$ cat config.mk
export PLATFORM = sky130hd
export DESIGN_NAME = sr_latch_bank_flat
export DESIGN_NICKNAME = d
export VERILOG_FILES = /design/src/rtl/sr_latch_pkg.sv /design/src/rtl/sr_latch_bank_if.sv /design/src/rtl/sr_input_filter.sv /design/src/rtl/sr_latch_bank.sv /design/src/flat_wrapper.sv
export SDC_FILE = /design/constraint.sdc
export NUM_CORES = 1
export LEC_CHECK = 0
export ABC_AREA = 0
export CORE_MARGIN = 1
export CORE_UTILIZATION = 49
export CTS_BUF_LIST = sky130_fd_sc_hd__clkbuf_8
export DETAILED_ROUTE_END_ITERATION = 10
export PLACE_DENSITY = 0.75
export SKIP_CTS_REPAIR_TIMING = 1
export SKIP_LAST_GASP = 1
export SYNTH_ARGS = -nofsm -noshare
export SYNTH_HDL_FRONTEND = slang
export SYNTH_SLANG_ARGS = --single-unit
$ cat constraint.sdc
create_clock -name clk -period 1 [get_ports clk]
set_input_delay 0.2 -clock clk [delete_from_list [all_inputs] [get_ports clk]]
set_output_delay 0.2 -clock clk [all_outputs]
set_load 0.01 [all_outputs]
$ cat src/rtl/sr_latch_pkg.sv
// Shared constants for the clocked SR latch bank: conflict-resolution modes
// and the width helper for the glitch-filter counter.
package sr_latch_pkg;

   localparam logic [1:0] MODE_RST_DOM = 2'b00;
   localparam logic [1:0] MODE_SET_DOM = 2'b01;
   localparam logic [1:0] MODE_HOLD    = 2'b10;
   localparam logic [1:0] MODE_TOGGLE  = 2'b11;

   function automatic int clog2(input int value);
      int res;
      int v;
      res = 0;
      v   = value - 1;
      while (v > 0) begin
         res = res + 1;
         v   = v >> 1;
      end
      return res;
   endfunction

   // Counter must hold 0..FILT_CYCLES-1; never narrower than one bit.
   function automatic int filt_width(input int filt_cycles);
      int w;
      w = clog2(filt_cycles + 1);
      return (w < 1) ? 1 : w;
   endfunction

endpackage

$ cat src/rtl/sr_latch_bank_if.sv
// Pin bundle between the top-level wrapper and the latch bank.
// All signals are plain levels: there is no valid/ready handshake here.
interface sr_latch_bank_if #(
   parameter int N_CH = 4
);
   logic            ena;
   logic [N_CH-1:0] s;
   logic [N_CH-1:0] r;
   logic [1:0]      mode;
   logic            clr_conflict;
   logic [N_CH-1:0] q;
   logic [N_CH-1:0] qb;
   logic [N_CH-1:0] changed;
   logic [N_CH-1:0] conflict;

   modport master (
      output ena, s, r, mode, clr_conflict,
      input  q, qb, changed, conflict
   );

   modport slave (
      input  ena, s, r, mode, clr_conflict,
      output q, qb, changed, conflict
   );
endinterface

$ cat src/rtl/sr_input_filter.sv
// Single-bit synchroniser followed by a consecutive-cycle glitch filter.
// The filtered value only moves after FILT_CYCLES agreeing synchronised samples.
module sr_input_filter
   import sr_latch_pkg::*;
#(
   parameter int SYNC_STAGES = 2,
   parameter int FILT_CYCLES = 3
) (
   input  logic clk,
   input  logic rst,
   input  logic din,
   output logic dout
);

   logic [SYNC_STAGES-1:0] sync_q;
   logic                   sync_out;

   always_ff @(posedge clk) begin
      if (rst) begin
         sync_q <= '0;
      end else begin
         sync_q <= {sync_q[SYNC_STAGES-2:0], din};
      end
   end

   assign sync_out = sync_q[SYNC_STAGES-1];

   generate
      if (FILT_CYCLES == 0) begin : g_bypass
         assign dout = sync_out;
      end else begin : g_filter
         localparam int FILT_W = filt_width(FILT_CYCLES);

         logic              filt;
         logic [FILT_W-1:0] cnt;

         // Any return to agreement before the final count discards progress.
         always_ff @(posedge clk) begin
            if (rst) begin
               filt <= 1'b0;
               cnt  <= '0;
            end else if (sync_out == filt) begin
               cnt  <= '0;
            end else if (cnt == FILT_W'(FILT_CYCLES - 1)) begin
               filt <= sync_out;
               cnt  <= '0;
            end else begin
               cnt  <= cnt + FILT_W'(1);
            end
         end

         assign dout = filt;
      end
   endgenerate

endmodule

$ cat src/rtl/sr_latch_bank.sv
// Clocked bank of set/reset latches with per-input synchroniser and glitch
// filter, selectable conflict resolution, change strobes and sticky conflict flags.
module sr_latch_bank
   import sr_latch_pkg::*;
#(
   parameter int N_CH        = 4,
   parameter int SYNC_STAGES = 2,
   parameter int FILT_CYCLES = 3
) (
   input logic            clk,
   input logic            rst,
   sr_latch_bank_if.slave bus
);

   logic [N_CH-1:0] f_s;
   logic [N_CH-1:0] f_r;
   logic [N_CH-1:0] q_r;
   logic [N_CH-1:0] q_next;
   logic [N_CH-1:0] changed_r;
   logic [N_CH-1:0] conflict_r;
   logic [N_CH-1:0] conflict_set;

   genvar gi;
   generate
      for (gi = 0; gi < N_CH; gi++) begin : g_ch
         sr_input_filter #(
            .SYNC_STAGES (SYNC_STAGES),
            .FILT_CYCLES (FILT_CYCLES)
         ) u_filt_s (
            .clk  (clk),
            .rst  (rst),
            .din  (bus.s[gi]),
            .dout (f_s[gi])
         );

         sr_input_filter #(
            .SYNC_STAGES (SYNC_STAGES),
            .FILT_CYCLES (FILT_CYCLES)
         ) u_filt_r (
            .clk  (clk),
            .rst  (rst),
            .din  (bus.r[gi]),
            .dout (f_r[gi])
         );
      end
   endgenerate

   always_comb begin
      q_next = q_r;
      for (int i = 0; i < N_CH; i++) begin
         case ({f_s[i], f_r[i]})
            2'b10:   q_next[i] = 1'b1;
            2'b01:   q_next[i] = 1'b0;
            2'b11: begin
               case (bus.mode)
                  MODE_RST_DOM: q_next[i] = 1'b0;
                  MODE_SET_DOM: q_next[i] = 1'b1;
                  MODE_HOLD:    q_next[i] = q_r[i];
                  default:      q_next[i] = ~q_r[i];
               endcase
            end
            default: q_next[i] = q_r[i];
         endcase
      end
   end

   assign conflict_set = {N_CH{bus.ena}} & f_s & f_r;

   // A new conflict in the same cycle as a clear keeps its flag.
   always_ff @(posedge clk) begin
      if (rst) begin
         q_r        <= '0;
         changed_r  <= '0;
         conflict_r <= '0;
      end else begin
         if (bus.ena) begin
            q_r       <= q_next;
            changed_r <= q_next ^ q_r;
         end else begin
            changed_r <= '0;
         end
         conflict_r <= (conflict_r & ~{N_CH{bus.clr_conflict}}) | conflict_set;
      end
   end

   assign bus.q        = q_r;
   assign bus.qb       = ~q_r;
   assign bus.changed  = changed_r;
   assign bus.conflict = conflict_r;

endmodule

$ cat src/flat_wrapper.sv
// flat-port wrapper written by rule: the top's interface ports become plain ports
module sr_latch_bank_flat import sr_latch_pkg::*;
#(
   parameter int N_CH        = 4,
   parameter int SYNC_STAGES = 2,
   parameter int FILT_CYCLES = 3
)
  (clk, rst, bus_ena, bus_s, bus_r, bus_mode, bus_clr_conflict, bus_q, bus_qb, bus_changed, bus_conflict);
  sr_latch_bank_if #(.N_CH(N_CH)) bus_i ();
  input logic clk;
  input logic rst;
  input wire logic [$bits(bus_i.ena)-1:0] bus_ena;
  input wire logic [$bits(bus_i.s)-1:0] bus_s;
  input wire logic [$bits(bus_i.r)-1:0] bus_r;
  input wire logic [$bits(bus_i.mode)-1:0] bus_mode;
  input wire logic [$bits(bus_i.clr_conflict)-1:0] bus_clr_conflict;
  output wire logic [$bits(bus_i.q)-1:0] bus_q;
  output wire logic [$bits(bus_i.qb)-1:0] bus_qb;
  output wire logic [$bits(bus_i.changed)-1:0] bus_changed;
  output wire logic [$bits(bus_i.conflict)-1:0] bus_conflict;
  assign bus_i.ena = bus_ena;
  assign bus_i.s = bus_s;
  assign bus_i.r = bus_r;
  assign bus_i.mode = bus_mode;
  assign bus_i.clr_conflict = bus_clr_conflict;
  assign bus_q = bus_i.q;
  assign bus_qb = bus_i.qb;
  assign bus_changed = bus_i.changed;
  assign bus_conflict = bus_i.conflict;
  sr_latch_bank #(.N_CH(N_CH), .SYNC_STAGES(SYNC_STAGES), .FILT_CYCLES(FILT_CYCLES)) u_core (.clk(clk), .rst(rst), .bus(bus_i));
endmodule
==> implementation parameters, run 1 <==
Parameter                              Value

Outcome
  Result of the run    finished with violations
  Violated checks    negative setup slack

Clocking
  Clock buffer count from CTS    5
  Clock slew at reported path FFs    0.09 ns
  H-Tree Level Count    2
  Cell at the root of the clock tree    sky130_fd_sc_hd__clkbuf_8
  Insertion delay to the later sink of the worst-skew pair    0.32 ns
  CTS tree    done
  Maximum clock insertion buffer count    2
  Total number of clock tree sinks    52

Pwr
  Leakage    1.242 nW
  Total chip power    4.146 mW
  Power density over cell area    1384 nW/um2
  Maximum ir drop on the vdd rail    1035 uV

STA
  Unrepaired setup endpoints after global routing    true
  Count of endpoints failing setup in the final report    27
  Max Transition Viols Final    0
  Headroom to the max-slew limit    71.99%
  Transition at the pin with the smallest max-transition slack    0.4195 ns
  Count of final hold-check violations    0
  Highest clock rate    0.8626 GHz
  Min Tclk post-route    1.159 ns
  Setup Skew    0.01131 ns
  Fin worst setup slack    -0.1592 ns
  Final period util    115.9%

Setup path
  Critical path data arrival time    1.40 ns
  Largest stage delay on the critical path    0.38 ns
  Top fanout value on the critical path    7
  R2r worst-path depth    3
  Worst-path cell chain    o21ba_4 > a311oi_2 > mux2i_1
  Required arrival time at the worst endpoint    1.24 ns
  R2r endpoint    u_core.bus.changed[3]$_SDFF_PP0_
  FF-to-FF Start    u_core.bus.q[3]$_SDFFE_PP0P_
  Critical Path Sink Type    register
  Critical path launch point type    register
  Internal reg-to-reg setup slack    -0.16 ns
  Cell type of the slowest stage on the worst timing path    sky130_fd_sc_hd__dfxtp_4
  Type of the worst setup path    register to register

Drt
  Count of antenna-violating nets left after detailed routing    0
  Routed met2 length    2512 um
  WL met1    1749 um
  Vias per cell    5.146
  Highest metal layer with signal wires    met4
  Number of vias in the routed layout    1621
  Iteration-0 DRC Markers    109
  Overall routed net length    4582 um
  Remaining routing DRC violations    0
  TritonRoute pass-1 iters    4
  DR WL met3    234 um
  Wirelength per Cell    14.55 um

Global routing
  First-pass GRT wire length    6748 um
  Pin count of the biggest net entering global routing    18
  Total congestion overflow    0
  Initial antenna violation count    0
  Via count of the first global-routing pass    1511
  GR Util All Layers    21.67%

Placement
  Count of port buffers added during placement    29
  Final weighted congestion in routability-driven placement    0.7833
  Hpwl dp    2995 um
  Post-placement cell area    2539 um2

Logic synthesis
  Yosys Warn Count    0
  Post-Syn Nets    216
  Post-synthesis instance total    194
  Portion of the post-synthesis area used by sequential elements    53.71%
  Post-synthesis cell type count    25
  Flip-flop and latch count after synthesis    52
  Cell area after synthesis    1938 um2
  Average instance area after synthesis    9.990 um2

Finish
  Layout cells sized above 1    50.56%
  Summed area of non-filler cells in the final layout    2995 um2
  # diodes    0
  Fill cells    231
  Area growth, synth to finish    54.55%
  Final net count    288

Floorplanning
  IO Count    30
  Core box area    3716 um2
  Placement Rows    22
  Die outline width    64.89 um
  Die span in y    64.89 um
  Initial standard-cell utilization of the core    52.15%
  Die area    4211 um2

Worst hold path
  WHS Path Cells    3
  End of the worst hold path    u_core.g_ch[0].u_filt_r.dout$_SDFFE_PP0P_
  Hold Startpoint    rst
  Type of the worst min-delay path    input pin to register

Run
  Number of max-cap violations    0
sequential cells by signal, summed over array words and instances (netlist names):
signal                             count
u_core.g_ch.u_filt_r.g_filter.cnt      8
u_core.g_ch.u_filt_r.sync_q            8
u_core.g_ch.u_filt_s.g_filter.cnt      8
u_core.g_ch.u_filt_s.sync_q            8
u_core.bus.changed                     4
u_core.bus.conflict                    4
u_core.bus.q                           4
u_core.g_ch.u_filt_r.dout              4
u_core.g_ch.u_filt_s.dout              4
report_power, final:
| part | switching, mW | leakage, nW | internal (mW) |
|---|---|---|---|
| Sequential | 0.0259 | 0.438 | 2.11 |
| Clock | 0.709 | 0.0687 | 1.01 |
| Combinational | 0.128 | 0.736 | 0.170 |
| Total | 0.863 | 1.24 | 3.28 |
final cells by class:
class	count	area (um2)	area share [%]
tap	48	60.06	2.005
clock inverter	3	68.82	2.297
multi-input combinational	122	1025	34.21
timing repair buffer	72	639.4	21.35
sequential	52	1085	36.22
clock buffer	5	68.82	2.297
inverter	13	48.80	1.629
worst max path at each step:
stage                                                    from                          endpoint  slack, ns  depth (start not counted)
finish                           u_core.bus.q[3]$_SDFFE_PP0P_  u_core.bus.changed[3]$_SDFF_PP0_      -0.16                          3
CTS                              u_core.bus.q[1]$_SDFFE_PP0P_                         bus_qb[1]      -0.52                          2
global route        u_core.g_ch[3].u_filt_s.dout$_SDFFE_PP0P_  u_core.bus.changed[3]$_SDFF_PP0_      -0.19                          3
floorplan                        u_core.bus.q[3]$_SDFFE_PP0P_  u_core.bus.changed[3]$_SDFF_PP0_      -0.08                          3
detailed placement                                bus_mode[1]  u_core.bus.changed[3]$_SDFF_PP0_      -0.53                          4
global placement                                  bus_mode[0]  u_core.bus.changed[2]$_SDFF_PP0_      -0.49                          5
cells in the mapped netlist:
cell	n	area, um2
sky130_fd_sc_hd__inv_1	13	48.80
sky130_fd_sc_hd__nand2_1	9	33.78
sky130_fd_sc_hd__a311oi_2	1	15.01
sky130_fd_sc_hd__nand3_1	3	15.01
sky130_fd_sc_hd__a21oi_1	9	45.04
sky130_fd_sc_hd__clkbuf_1	5	18.77
sky130_fd_sc_hd__a41o_1	3	30.03
sky130_fd_sc_hd__ha_1	8	100.1
sky130_fd_sc_hd__buf_6	1	11.26
sky130_fd_sc_hd__and4b_1	1	10.01
sky130_fd_sc_hd__xnor2_1	8	70.07
sky130_fd_sc_hd__nand2b_2	3	26.28
sky130_fd_sc_hd__a32oi_1	4	35.03
sky130_fd_sc_hd__a211oi_1	1	7.510
sky130_fd_sc_hd__or2_2	1	6.260
sky130_fd_sc_hd__and4_1	3	26.28
sky130_fd_sc_hd__xor2_1	1	8.760
sky130_fd_sc_hd__nor4_1	3	18.77
sky130_fd_sc_hd__o21ba_2	1	10.01
sky130_fd_sc_hd__nor2_1	29	108.9
sky130_fd_sc_hd__dfxtp_1	52	1041
sky130_fd_sc_hd__buf_2	1	5.000
sky130_fd_sc_hd__mux2i_1	9	90.09
sky130_fd_sc_hd__nor2b_1	17	106.4
sky130_fd_sc_hd__or3_1	8	50.05
cells by family (layout without fill, tap and decap cells):
logic type,Yosys count,after routing,share of synthesized area (%)
flops,52,52,53.71
simple gates,77,77,20.72
mux,9,9,4.648
fa+ha+maj,8,8,5.165
xor+xnor,9,9,4.067
compound gates,19,19,7.359
buf+inv,20,93,4.325
cells in the final DEF (no fill, tap or decap), types with 9 or more instances in the layout:
cell type                          n
sky130_fd_sc_hd__a21oi_1           9
sky130_fd_sc_hd__buf_4            37
sky130_fd_sc_hd__buf_6            13
sky130_fd_sc_hd__clkdlybuf4s50_1   9
sky130_fd_sc_hd__dfxtp_1          25
sky130_fd_sc_hd__dfxtp_2          23
sky130_fd_sc_hd__inv_2            11
sky130_fd_sc_hd__mux2i_1           9
sky130_fd_sc_hd__nand2_1           9
sky130_fd_sc_hd__nor2_1           20
sky130_fd_sc_hd__nor2b_1          17
worst max-delay path, delay by kind of cell (launching register included):
kind / cells / cell delay, ns
DFF: 1 / 0.38
AOI/OAI and AO/OA: 2 / 0.49
muxes: 1 / 0.22
metrics by stage:
| step | utilization (%) | setup slack (ns) | instances | TNS (ns) | hold slack [ns] |
|---|---|---|---|---|---|
| 2_1_floorplan | - | -0.07723 | 194 | -0.1331 | 0.3282 |
| 3_3_place_gp | 68.32 | -0.4876 | 298 | -16.34 | 0.3894 |
| 3_5_place_dp | 68.32 | -0.5260 | 298 | -17.67 | 0.4017 |
| 4_1_cts | 72.02 | -0.5184 | 306 | -10.11 | 0.4160 |
| 5_1_grt | 80.61 | -0.1944 | 315 | -2.953 | 0.2777 |
| 6_report | 80.61 | -0.1592 | 315 | -1.702 | 0.2671 |
routing by layer:
metal  global-route usage (%)  up-vias
met2                    40.49       48
met4                    8.611        0
met1                    22.11      774
met5                        0        -
li1                         -      789
met3                    6.514       10
(Power assumes the default switching activity.)
==> run 2, diff against run 1 <==
--- a/config.mk
+++ b/config.mk
@@ -10,6 +10,7 @@
 export CORE_UTILIZATION = 49
 export CTS_BUF_LIST = sky130_fd_sc_hd__clkbuf_8
 export DETAILED_ROUTE_END_ITERATION = 10
+export HOLD_SLACK_MARGIN = 0.05
 export PLACE_DENSITY = 0.75
 export SKIP_CTS_REPAIR_TIMING = 1
 export SKIP_LAST_GASP = 1
==> results of run 2 <==
The final DEF is identical to that of run 1; final timing and power are the same.
==> run 3, diff against run 2 <==
==> constraint.sdc (replaced) <==
create_clock -name clk -period 1 [get_ports clk]
set_input_delay 0.3 -clock clk [delete_from_list [all_inputs] [get_ports clk]]
set_output_delay 0.3 -clock clk [all_outputs]
set_load 0.01 [all_outputs]
==> implementation parameters, run 3 (synthesis gave the netlist of run 1 again) <==
Parameter                              Value

Placement
  Count of port buffers added during placement    29 (unchanged)
  Final weighted congestion in routability-driven placement    0.8502 (was 0.7833)
  Worst setup timing slack at the placement stage    -0.6546 ns (was -0.5260 ns)
  Hpwl dp    2901 um (was 2995 um)

STA
  Count of final hold-check violations    0 (unchanged)
  Hold Slack    0.3754 ns (was 0.2671 ns)
  Unrepaired setup endpoints after global routing    true (unchanged)
  Setup Skew    0.008818 ns (was 0.01131 ns)
  Final period util    125.4% (was 115.9%)
  Headroom to the max-slew limit    79.65% (was 71.99%)
  Count of endpoints failing setup in the final report    36 (was 27)
  Fin worst setup slack    -0.2543 ns (was -0.1592 ns)
  Transition at the pin with the smallest max-transition slack    0.3048 ns (was 0.4195 ns)
  Min Tclk post-route    1.254 ns (was 1.159 ns)
  Max Transition Viols Final    0 (unchanged)
  Highest clock rate    0.7973 GHz (was 0.8626 GHz)

Drt
  Wirelength per Cell    14.51 um (was 14.55 um)
  TritonRoute pass-1 iters    4 (unchanged)
  Vias per cell    5.154 (was 5.146)
  Number of vias in the routed layout    1603 (was 1621)
  Count of antenna-violating nets left after detailed routing    0 (unchanged)
  Iteration-0 DRC Markers    83 (was 109)
  Overall routed net length    4513 um (was 4582 um)
  Remaining routing DRC violations    0 (unchanged)

Floorplanning
  Die outline width    64.89 um (unchanged)
  Die area    4211 um2 (unchanged)
  Initial standard-cell utilization of the core    52.15% (unchanged)
  Die span in y    64.89 um (unchanged)
  IO Count    30 (unchanged)
  Core box area    3716 um2 (unchanged)
  Placement Rows    22 (unchanged)

Setup path
  Critical Path Sink Type    register (unchanged)
  Largest delay contributor family on the critical path    flip-flops (was compound AO/OA/AOI/OAI gates)
  Largest stage delay on the critical path    0.33 ns (was 0.38 ns)
  Type of the worst setup path    register to register (unchanged)
  Critical path data arrival time    1.49 ns (was 1.40 ns)
  Top fanout value on the critical path    4 (was 7)
  Worst-path cell chain    buf_6 > and4b_1 > a311oi_2 > mux2i_1 (was o21ba_4 > a311oi_2 > mux2i_1)
  Buffers & Inverters on Critical Path    1 (was 0)
  Required arrival time at the worst endpoint    1.23 ns (was 1.24 ns)
  Critical path launch point type    register (unchanged)
  Cell type of the slowest stage on the worst timing path    sky130_fd_sc_hd__dfxtp_2 (was sky130_fd_sc_hd__dfxtp_4)

Finish
  Layout cells sized above 1    49.05% (was 50.56%)
  Post-route core utilization    78.96% (was 80.61%)
  Most frequent standard cell in the layout excluding fill and tap cells    sky130_fd_sc_hd__dfxtp_1 (was sky130_fd_sc_hd__buf_4)
  Final net count    284 (was 288)
  Area growth, synth to finish    51.39% (was 54.55%)
  Commonest non-fill, non-tap cells in the layout    sky130_fd_sc_hd__dfxtp_1, sky130_fd_sc_hd__buf_4, sky130_fd_sc_hd__buf_6 (was sky130_fd_sc_hd__buf_4, sky130_fd_sc_hd__dfxtp_1, sky130_fd_sc_hd__dfxtp_2)
  Combined area of the multi-input logic cells    1001 um2 (was 1025 um2)
  FF+latch area    1081 um2 (was 1085 um2)
  # diodes    0 (unchanged)
  Fill cells    213 (was 231)

Clocking
  CTS tree    done (unchanged)
  H-Tree Level Count    2 (unchanged)
  Clock buffer count from CTS    5 (unchanged)
  Clock slew at reported path FFs    0.09 ns (about the same)
  Cell at the root of the clock tree    sky130_fd_sc_hd__clkbuf_8 (unchanged)
  Total number of clock tree sinks    52 (unchanged)
  Insertion delay to the later sink of the worst-skew pair    0.30 ns (was 0.32 ns)
  Maximum clock insertion buffer count    2 (unchanged)

Pwr
  Total chip power    3.831 mW (was 4.146 mW)
  Leakage    1.197 nW (was 1.242 nW)
  Maximum ir drop on the vdd rail    1053 uV (was 1035 uV)
  Power density over cell area    1306 nW/um2 (was 1384 nW/um2)

Outcome
  Violated checks    negative setup slack (unchanged)
  Result of the run    finished with violations (unchanged)

Global routing
  Via count of the first global-routing pass    1553 (was 1511)
  First-pass GRT wire length    6285 um (was 6748 um)
  Initial antenna violation count    0 (unchanged)
  Pin count of the biggest net entering global routing    17 (was 18)
  Total congestion overflow    0 (unchanged)
  GR Util All Layers    19.72% (was 21.67%)

Run
  Number of max-cap violations    0 (unchanged)

Worst hold path
  Type of the worst min-delay path    input pin to register (unchanged)
[run 3: power breakdown]
part           switching (mW)  total [mW]  internal (mW)
Combinational           0.126       0.291          0.165
Sequential             0.0249        2.13           2.10
Clock                   0.666        1.41          0.746
Total                   0.817        3.83           3.01
[run 3: path summary, 6_finish.rpt]
path	from	to	slack, ns	cells past startpoint
hold reg to reg	u_core.g_ch[2].u_filt_r.g_filter.cnt[0]$_SDFF_PP0_	u_core.g_ch[2].u_filt_r.g_filter.cnt[0]$_SDFF_PP0_	0.41	1
hold / removal	rst	u_core.g_ch[0].u_filt_s.dout$_SDFFE_PP0P_	0.38	2
setup reg to reg	u_core.bus.q[3]$_SDFFE_PP0P_	u_core.bus.changed[3]$_SDFF_PP0_	-0.25	4
setup / recovery	u_core.bus.q[3]$_SDFFE_PP0P_	u_core.bus.changed[3]$_SDFF_PP0_	-0.25	4
[run 3: final cells by class]
class                           count  share of cell area [%]
Inverter                           13                   1.748
Sequential cell                    52                   36.84
Clock buffer                        5                   2.345
Clock inverter                      3                   1.450
Multi-Input combinational cell    122                   34.12
Timing Repair Buffer               68                   21.45
Tap cell                           48                   2.047
[run 3: per-layer routing]
layer | share of wire [%] | vias to the layer above | GRT usage, % | routed length [um]
met2 | 54 | 51 | 35.68 | 2422
met1 | 40 | 753 | 20.44 | 1786
met3 | 3.9 | 17 | 4.401 | 178
met5 | 0 | - | 0 | 0
met4 | 2.8 | 0 | 11.94 | 126
li1 | - | 782 | - | -
[run 3: stage by stage]
stage	TNS (ns)	area, um2	instances
finish	-2.716	2934	311
global route	-4.186	2934	311
CTS	-15.84	2654	306
detailed placement	-26.45	2542	298
global placement	-24.64	2542	298
floorplan	-0.2062	1977	194
